--- src/rtl/vend_pkg.sv ---
// +------------------------------------------------------------------+
// | vend_pkg: FSM states, coin values and 7-segment patterns         |
// | Revision: 1.0                                                    |
// +------------------------------------------------------------------+
`default_nettype none

package vend_pkg;

  typedef enum logic [2:0] {
    IDLE     = 3'd0,
    VEND     = 3'd1,
    CHANGE   = 3'd2,
    WAIT_ACK = 3'd3,
    DONE     = 3'd4,
    FAULT    = 3'd5
  } state_e;

  localparam int unsigned CROWN_S    = 5;
  localparam int unsigned FLORIN_S   = 2;
  localparam int unsigned SHILLING_S = 1;

  // Active-high segments ordered {g,f,e,d,c,b,a}
  localparam logic [6:0] SEG_0 = 7'h3F;
  localparam logic [6:0] SEG_1 = 7'h06;
  localparam logic [6:0] SEG_2 = 7'h5B;
  localparam logic [6:0] SEG_3 = 7'h4F;
  localparam logic [6:0] SEG_4 = 7'h66;
  localparam logic [6:0] SEG_5 = 7'h6D;
  localparam logic [6:0] SEG_6 = 7'h7D;
  localparam logic [6:0] SEG_7 = 7'h07;
  localparam logic [6:0] SEG_8 = 7'h7F;
  localparam logic [6:0] SEG_9 = 7'h6F;
  localparam logic [6:0] SEG_A = 7'h77;
  localparam logic [6:0] SEG_B = 7'h7C;
  localparam logic [6:0] SEG_C = 7'h39;
  localparam logic [6:0] SEG_D = 7'h5E;
  localparam logic [6:0] SEG_E = 7'h79;
  localparam logic [6:0] SEG_F = 7'h71;

  function automatic logic [6:0] seg7_pattern(input logic [3:0] nib);
    logic [6:0] pat;
    case (nib)
      4'h0:    pat = SEG_0;
      4'h1:    pat = SEG_1;
      4'h2:    pat = SEG_2;
      4'h3:    pat = SEG_3;
      4'h4:    pat = SEG_4;
      4'h5:    pat = SEG_5;
      4'h6:    pat = SEG_6;
      4'h7:    pat = SEG_7;
      4'h8:    pat = SEG_8;
      4'h9:    pat = SEG_9;
      4'hA:    pat = SEG_A;
      4'hB:    pat = SEG_B;
      4'hC:    pat = SEG_C;
      4'hD:    pat = SEG_D;
      4'hE:    pat = SEG_E;
      default: pat = SEG_F;
    endcase
    return pat;
  endfunction

endpackage

`default_nettype wire

--- src/rtl/seg7_hex.sv ---
// +------------------------------------------------------------------+
// | seg7_hex: combinational hex nibble to seven-segment decoder      |
// | Revision: 1.0                                                    |
// +------------------------------------------------------------------+
`default_nettype none

module seg7_hex
  import vend_pkg::*;
(
  input  logic [3:0] nib,
  output logic [6:0] seg
);

  assign seg = seg7_pattern(nib);

endmodule

`default_nettype wire

--- src/rtl/change_dispenser.sv ---
// +------------------------------------------------------------------+
// | change_dispenser: vend FSM paying change in crowns/florins/bobs  |
// | Revision: 1.0                                                    |
// +------------------------------------------------------------------+
`default_nettype none

module change_dispenser
  import vend_pkg::*;
#(
  parameter int CREDIT_W    = 4,
  parameter int ACK_TIMEOUT = 255
) (
  input  logic                clk,
  input  logic                rst_n,
  input  logic [CREDIT_W-1:0] credit,
  input  logic [CREDIT_W-1:0] price,
  input  logic                vend_req,
  input  logic                coin_ack,
  input  logic                clear_fault,
  output logic [6:0]          state_seg,
  output logic [6:0]          change_seg,
  output logic                crown,
  output logic                florin,
  output logic                shilling,
  output logic                dispense,
  output logic                busy,
  output logic                done,
  output logic                err_short,
  output logic                fault
);

  localparam logic [15:0]         TIMEOUT_LAST = 16'(ACK_TIMEOUT - 1);
  localparam logic [CREDIT_W-1:0] CROWN_V      = CREDIT_W'(CROWN_S);
  localparam logic [CREDIT_W-1:0] FLORIN_V     = CREDIT_W'(FLORIN_S);
  localparam logic [CREDIT_W-1:0] SHILLING_V   = CREDIT_W'(SHILLING_S);

  state_e              state_q, state_d;
  logic [CREDIT_W-1:0] change_q, change_d;
  logic [15:0]         cnt_q, cnt_d;
  logic                crown_q, crown_d;
  logic                florin_q, florin_d;
  logic                shilling_q, shilling_d;
  logic                dispense_q, dispense_d;
  logic                busy_q, busy_d;
  logic                done_q, done_d;
  logic                err_short_q, err_short_d;
  logic                fault_q, fault_d;
  logic [CREDIT_W-1:0] coin_val;
  logic [3:0]          change_nib;

  // The presented coin is never larger than change, so the subtraction cannot wrap
  always_comb begin
    coin_val = '0;
    if (crown_q)         coin_val = CROWN_V;
    else if (florin_q)   coin_val = FLORIN_V;
    else if (shilling_q) coin_val = SHILLING_V;
  end

  always_comb begin
    state_d     = state_q;
    change_d    = change_q;
    cnt_d       = cnt_q;
    crown_d     = crown_q;
    florin_d    = florin_q;
    shilling_d  = shilling_q;
    err_short_d = 1'b0;
    case (state_q)
      IDLE: begin
        if (vend_req) begin
          if (credit >= price) begin
            change_d = credit - price;
            state_d  = VEND;
          end else begin
            err_short_d = 1'b1;
          end
        end
      end
      VEND: state_d = CHANGE;
      CHANGE: begin
        if (change_q == '0) begin
          state_d = DONE;
        end else begin
          state_d = WAIT_ACK;
          cnt_d   = '0;
          if (change_q >= CROWN_V)       crown_d    = 1'b1;
          else if (change_q >= FLORIN_V) florin_d   = 1'b1;
          else                           shilling_d = 1'b1;
        end
      end
      WAIT_ACK: begin
        // Ack is tested first so it beats a timeout landing on the same edge
        if (coin_ack) begin
          change_d   = change_q - coin_val;
          crown_d    = 1'b0;
          florin_d   = 1'b0;
          shilling_d = 1'b0;
          state_d    = CHANGE;
        end else if (cnt_q == TIMEOUT_LAST) begin
          crown_d    = 1'b0;
          florin_d   = 1'b0;
          shilling_d = 1'b0;
          state_d    = FAULT;
        end else begin
          cnt_d = cnt_q + 16'd1;
        end
      end
      DONE: state_d = IDLE;
      FAULT: begin
        if (clear_fault) begin
          change_d = '0;
          state_d  = IDLE;
        end
      end
      default: state_d = IDLE;
    endcase
    dispense_d = (state_d == VEND);
    done_d     = (state_d == DONE);
    fault_d    = (state_d == FAULT);
    busy_d     = (state_d != IDLE);
  end

  always_ff @(posedge clk or negedge rst_n) begin
    if (!rst_n) begin
      state_q     <= IDLE;
      change_q    <= '0;
      cnt_q       <= '0;
      crown_q     <= 1'b0;
      florin_q    <= 1'b0;
      shilling_q  <= 1'b0;
      dispense_q  <= 1'b0;
      busy_q      <= 1'b0;
      done_q      <= 1'b0;
      err_short_q <= 1'b0;
      fault_q     <= 1'b0;
    end else begin
      state_q     <= state_d;
      change_q    <= change_d;
      cnt_q       <= cnt_d;
      crown_q     <= crown_d;
      florin_q    <= florin_d;
      shilling_q  <= shilling_d;
      dispense_q  <= dispense_d;
      busy_q      <= busy_d;
      done_q      <= done_d;
      err_short_q <= err_short_d;
      fault_q     <= fault_d;
    end
  end

  assign change_nib = (state_q == IDLE) ? 4'h0 : change_q[3:0];

  seg7_hex u_state_seg (
    .nib (credit[3:0]),
    .seg (state_seg)
  );

  seg7_hex u_change_seg (
    .nib (change_nib),
    .seg (change_seg)
  );

  assign crown     = crown_q;
  assign florin    = florin_q;
  assign shilling  = shilling_q;
  assign dispense  = dispense_q;
  assign busy      = busy_q;
  assign done      = done_q;
  assign err_short = err_short_q;
  assign fault     = fault_q;

endmodule

`default_nettype wire

--- config.mk ---
export PLATFORM = sky130hd
export DESIGN_NAME = change_dispenser
export DESIGN_NICKNAME = d
export VERILOG_FILES = /design/src/rtl/vend_pkg.sv /design/src/rtl/seg7_hex.sv /design/src/rtl/change_dispenser.sv
export SDC_FILE = /design/constraint.sdc
export NUM_CORES = 1
export LEC_CHECK = 0
export CORE_ASPECT_RATIO = 1.1
export CORE_UTILIZATION = 59
export CTS_CLUSTER_DIAMETER = 100
export CTS_CLUSTER_SIZE = 30
export DETAILED_ROUTE_END_ITERATION = 10
export PLACE_DENSITY_LB_ADDON = 0.1
export SETUP_SLACK_MARGIN = 0.02
export SKIP_CTS_REPAIR_TIMING = 1
export SLEW_MARGIN = 10
export SYNTH_ARGS = -nofsm -noshare
export SYNTH_HDL_FRONTEND = slang
export SYNTH_SLANG_ARGS = --single-unit
--- constraint.sdc ---
create_clock -name clk -period 4.5 [get_ports clk]
set_input_delay 0.9 -clock clk [delete_from_list [all_inputs] [get_ports clk]]
set_output_delay 0.9 -clock clk [all_outputs]
set_load 0.01 [all_outputs]
=== After elaboration in Yosys (flattened, before gate mapping) ===
Memories as Yosys holds them, arrays and structs flattened.
Index checks and enable logic that the tools add are counted.

* Bits in registers: 31
* ROM bits: 224
* Output and inout port bits: 22
* Word-level logic and storage cells: 85
* Memories: 2

{| class="wikitable"
|+ Memory list
! name !! depth !! width !! rd ports !! clocked after Yosys merged registers in !! wr ports !! RTL line !! source
|-
| (name not given) || 16 || 7 || 1 || 0 || 0 || vend_pkg.sv:42 || <nowiki>case (nib)</nowiki>
|-
| (name not given) || 16 || 7 || 1 || 0 || 0 || vend_pkg.sv:42 ||
|}

* Add/sub/neg operators: 3
* Magnitude comparators: 3
* Eq/ne operators: 20
* Mux-type cells: 36
* Reductions and logical operators: 10

{| class="wikitable"
|+ Operators by type and width
! kind !! number
|-
| 2-to-1 mux 16 bit || 3
|-
| one-hot mux 16 bit (2 select lines) || 1
|-
| 2-to-1 mux 4 bit || 6
|-
| != test 2 bit (second input constant) || 11
|-
| 2-to-1 mux 3 bit || 6
|-
| adder 16 x 1 -> 16 bit (second input constant) || 1
|-
| equality test 16 x 8 -> 1 bit (second input constant) || 1
|-
| one-hot mux 3 bit (5 select lines) || 1
|-
| AND reduction 5 bit || 3
|-
| 2-to-1 mux 1 bit || 14
|-
| one-hot mux 4 bit (3 select lines) || 1
|-
| equality test 3 bit (second input constant) || 3
|-
| AND reduction 4 bit || 2
|-
| subtractor 4 bit || 2
|-
| equality test 3 x 1 -> 1 bit (second input constant) || 2
|-
| equality test 3 x 2 -> 1 bit (second input constant) || 2
|-
| one-hot mux 1 bit (2 select lines) || 3
|-
| nonzero test 3 bit || 2
|-
| >= comparator 4 x 2 -> 1 bit (second input constant) || 1
|-
| >= comparator 4 x 3 -> 1 bit (second input constant) || 1
|-
| >= comparator 4 bit || 1
|-
| logical NOT 4 bit || 1
|-
| logical NOT 3 bit || 1
|-
| != test 3 bit (second input constant) || 1
|-
| 2 further kinds || 2
|}

=== Logic depth before layout (Yosys ltp) ===
* Depth in word-level cells: 6
* Gate-level depth with buffers: 10
* Gate-level depth less buffers: 9

=== Hierarchy ===
Synthesis repeated with hierarchy kept, for this count alone.

* Cells, all modules: 268
* Area total of the unflattened synthesis: 2506.2 um^2

{| class="wikitable"
|+ By module, submodules not included
! module !! instances !! cells an instance !! area an instance (um^2) !! seq. area each (um^2)
|-
| change_dispenser || 1 || 202 || 1930.6 || 775.7
|-
| seg7_hex || 2 || 33 || 287.8 || 0.0
|}

=== Worst setup path after synthesis ===
Ideal clock, no wire load.

* Path type: reg-to-output
* From: register state_q[0]
* To: output change_seg[6]
* Data arrival time: 2.224 ns
* Required time: 3.600 ns
* Slack: 1.376 ns
* Stages on the path, launching flop included: 10
* Cells stage by stage: dfrtp_1 > clkbuf_1 > or3_1 > clkbuf_1 > nand2_1 > inv_1 > ha_1 > nor2b_1 > a21o_1 > a221oi_1

* Cells in the longest elaborated chain, start to end: 3

{| class="wikitable"
|+ Ends and longest elaborated chain
! item !! RTL line !! source
|-
| start, declared || change_dispenser.sv:37 || <nowiki>state_e state_q, state_d;</nowiki>
|-
| start signal, assigned || change_dispenser.sv:136 || <nowiki>state_q <= state_d;</nowiki>
|-
| logical NOT 3 bit || change_dispenser.sv:150 || <nowiki>assign change_nib = (state_q == IDLE) ? 4'h0 : change_q[3:0];</nowiki>
|-
| 2-to-1 mux 4 bit || change_dispenser.sv:150 ||
|-
| memory (16 x 7 bit) || - ||
|-
| end, declared || change_dispenser.sv:21 || <nowiki>output logic [6:0] change_seg,</nowiki>
|}

Every way passes these cells.

=== Worst setup path after layout ===
Same ends and word-level chain as after synthesis.

==> results.cfg <==
[clocking]
clock_tree.root_cell = clkbuf_8
ctsHtreeMaxLevel = 2
cts.sinks = 31
clk_latency_ns = 0.29
cts_buffers = 5
cts_tree = yes
cts_buffer_depth = 2
clk_pin_slew_ns = 0.07

[sta]
finalSetupViolCount = 0
fin_skew_ns = 0.009698
fin_hold_ws_ns = 0.5298
slew_headroom_pct = 33.19
period_minus_slack_ns = 4.049
final_hold_viol_count = 0
worst_slew_pin_slew_ns = 0.9990
slew_violations = 0
fin_crit_sh_pct = 89.97
rsz0062_at_grt = no
fmax_mhz = 247.0
setup_tns_ns = 0

[synth]
synthMuxAreaShare_pct = 3.052
ys_async_sr_fraction_pct = 100.0
synthSimpleGateAreaFrac_pct = 22.92
synth-seq-area-share_pct = 32.07
synth_top_area_share_pct = 32.07
synth-compound-area-share_pct = 18.52
syn_area_um2 = 2419
yosys-top-cells-area = dfrtp_1, ha_1, nor2_1
yosysWarningCount = 0
post_synth_num_cell_types = 62
yosysTopAreaCell = dfrtp_1
ys.flop_type = dfrtp_1
synth_nets = 316
synth_cells = 278
syn_area_per_cell_um2 = 8.700
synth-seq-cells = 31
yosys.area_share.adder_pct = 13.55
synth-xor-area-share_pct = 4.346
synth_top_family_by_area = simple AND/OR/NAND/NOR gates
synth_edf_count = 0

[setup_path]
path_delay_family = simple AND/OR/NAND/NOR gates
worst-r2r-setup-slack_ns = 2.52
end_kind = output pin
max_stage_delay_ns = 0.59
crit_required_ns = 3.60
start_kind = register
criticalPathCategory = reg -> out
cp.arrival_ns = 3.15
path_cells = or3_1 > nand2_1 > inv_1 > ha_1 > nor2b_1 > a21o_1 > a221oi_1 > clkdlybuf4s50_1
crit_fanout = 13
slowest_stage = clkdlybuf4s50_1
path_buf_inv = 2

[placed_design]
numPortBuffers = 34
place_hpwl_um = 3740
place_congestion = 0.8324

[outcome]
status = finished clean

[finish]
layout_common_cells = clkdlybuf4s50_1, nor2_1, dfrtp_1, ha_1, inv_1
area_growth_syn_to_layout_pct = 19.50
multi_input_area_um2 = 1509
antenna_cells = 0
layout_commonest_cell = clkdlybuf4s50_1
fin_nets = 346
nFillCells = 303
regArea_um2 = 775.7
drive_gt1_share_pct = 6.472

[routing]
drc = 0
vias = 2066
routed_wl_um = 5144
wl_per_cell_um = 14.25
dr.first_iter.drc_count = 114
first_pass_iters = 4
vias_per_cell = 5.723
postRouteAntennaNets = 0

[global_routing]
overflow = 0
antenna_found_initial = 0
grt_first_pass_wirelength_um = 8832
grt_use_total_pct = 26.10
grt_max_degree = 23
grt_pass1_vias = 1967

[power_and_ir_drop]
ir_worst_vdd_mv = 0.3107
p_clk_share_pct = 17.5
power.switching_uw = 701.7
power_density_nw_per_um2 = 568.5
p_leak_nw = 1.291
intPower_uw = 941.4
switching_share_pct = 42.71
comb_power_share_pct = 55.5
share_seq_of_total_power_pct = 26.9

[die]
die_w_um = 63.05
die-area_um2 = 4360
initial_core_util_pct = 61.48
rows = 24
core_area_um2 = 3934
die_h_um = 69.15
ioPinCount = 35

[run]
max_cap_violations = 0

[hold_path]
hold_path.class = reg -> reg
routing by layer:
layer	routed length, um	vias up	GRT usage [%]
li1	-	1049	-
met1	2292	965	32.58
met2	2569	44	42.05
met3	186	8	6.291
met4	95	0	12.40
met5	0	-	0
cells in the mapped netlist (2+ instances only):
cell and number:
o21bai_1 2, xor2_1 6, or3_1 2, a21oi_1 17, nand4_1 5, ha_1 23
o31ai_1 2, xnor2_1 6, inv_1 20, mux2i_1 4, o211ai_1 3, nand2b_1 4
and4_1 4, clkbuf_1 7, nand2_1 18, o21ai_0 10, o21ai_1 9, nor3_2 2
dfrtp_1 31, a21o_1 2, nor3b_1 4, fa_1 2, a31oi_1 3, buf_2 2
nor2b_1 7, o22ai_1 2, nor3_1 4, and2_1 2, nand3_1 7, a22oi_1 2
nor2_1 33, and3_1 3
cell type report:
type | instances | share of cell area, %
well taps | 52 | 2.251
clock buffers | 6 | 2.857
inverters | 20 | 2.597
multi-input cells | 215 | 52.21
flip-flops and latches | 31 | 26.84
repair buffers | 35 | 12.03
clock inverters | 2 | 1.212
power by group through the flow:
stage | sequential (mW) | clock (mW) | combinational (mW)
6_report | 0.443 | 0.288 | 0.913
5_1_grt | 0.455 | 0.306 | 1.02
4_1_cts | 0.441 | 0.292 | 0.908
3_5_place_dp | 0.447 | 0 | 0.894
3_3_place_gp | 0.445 | 0 | 0.877
2_1_floorplan | 0.388 | 0 | 0.642
flip-flops by register name, summed over array words and instances (netlist names):
register and flops:
state_q 3, florin 1, cnt_q 16, dispense 1
done 1, change_q 4, busy 1, fault 1
err_short 1, crown 1, shilling 1
path summary, 6_finish.rpt:
kind                             from  cells past startpoint       endpoint
max                        state_q[0]                      8  change_seg[6]
max in group asynchronous       rst_n                      2       cnt_q[2]
min                          cnt_q[4]                      1       cnt_q[4]
min in group asynchronous       rst_n                      1    change_q[1]
min reg2reg                  cnt_q[4]                      1       cnt_q[4]
max reg2reg                state_q[2]                      4       cnt_q[6]
stage by stage:
step           worst slack, ns  area (um^2)  power (mW)  instances  util (%)
6_report                0.4514         2890       1.643        361     73.47
5_1_grt                 0.2938         2890       1.779        361     73.47
2_1_floorplan            1.376         2419       1.030        278         -
4_1_cts                 0.4750         2890       1.641        361     73.47
3_3_place_gp            0.6209         2773       1.322        353     70.48
3_5_place_dp            0.5941         2773       1.341        353     70.48
worst register-to-register path, stage by stage (launching register included):
cell and delay, ns:
dfrtp_1 0.47, nand2b_1 0.25, or2_1 0.27, a21oi_1 0.69
o41ai_1 0.15
kinds of logic (layout without fill, tap and decap cells):
group                    Yosys count  after routing
flip-flops                        31             31
AND/OR/NAND/NOR                  103            103
buffers and inverters             32             63
multiplexers                       6              6
adder cells (fa/ha/maj)           25             25
AO/OA/AOI/OAI                     69             69
XOR/XNOR                          12             12
Power figures use the tool's default switching activity.
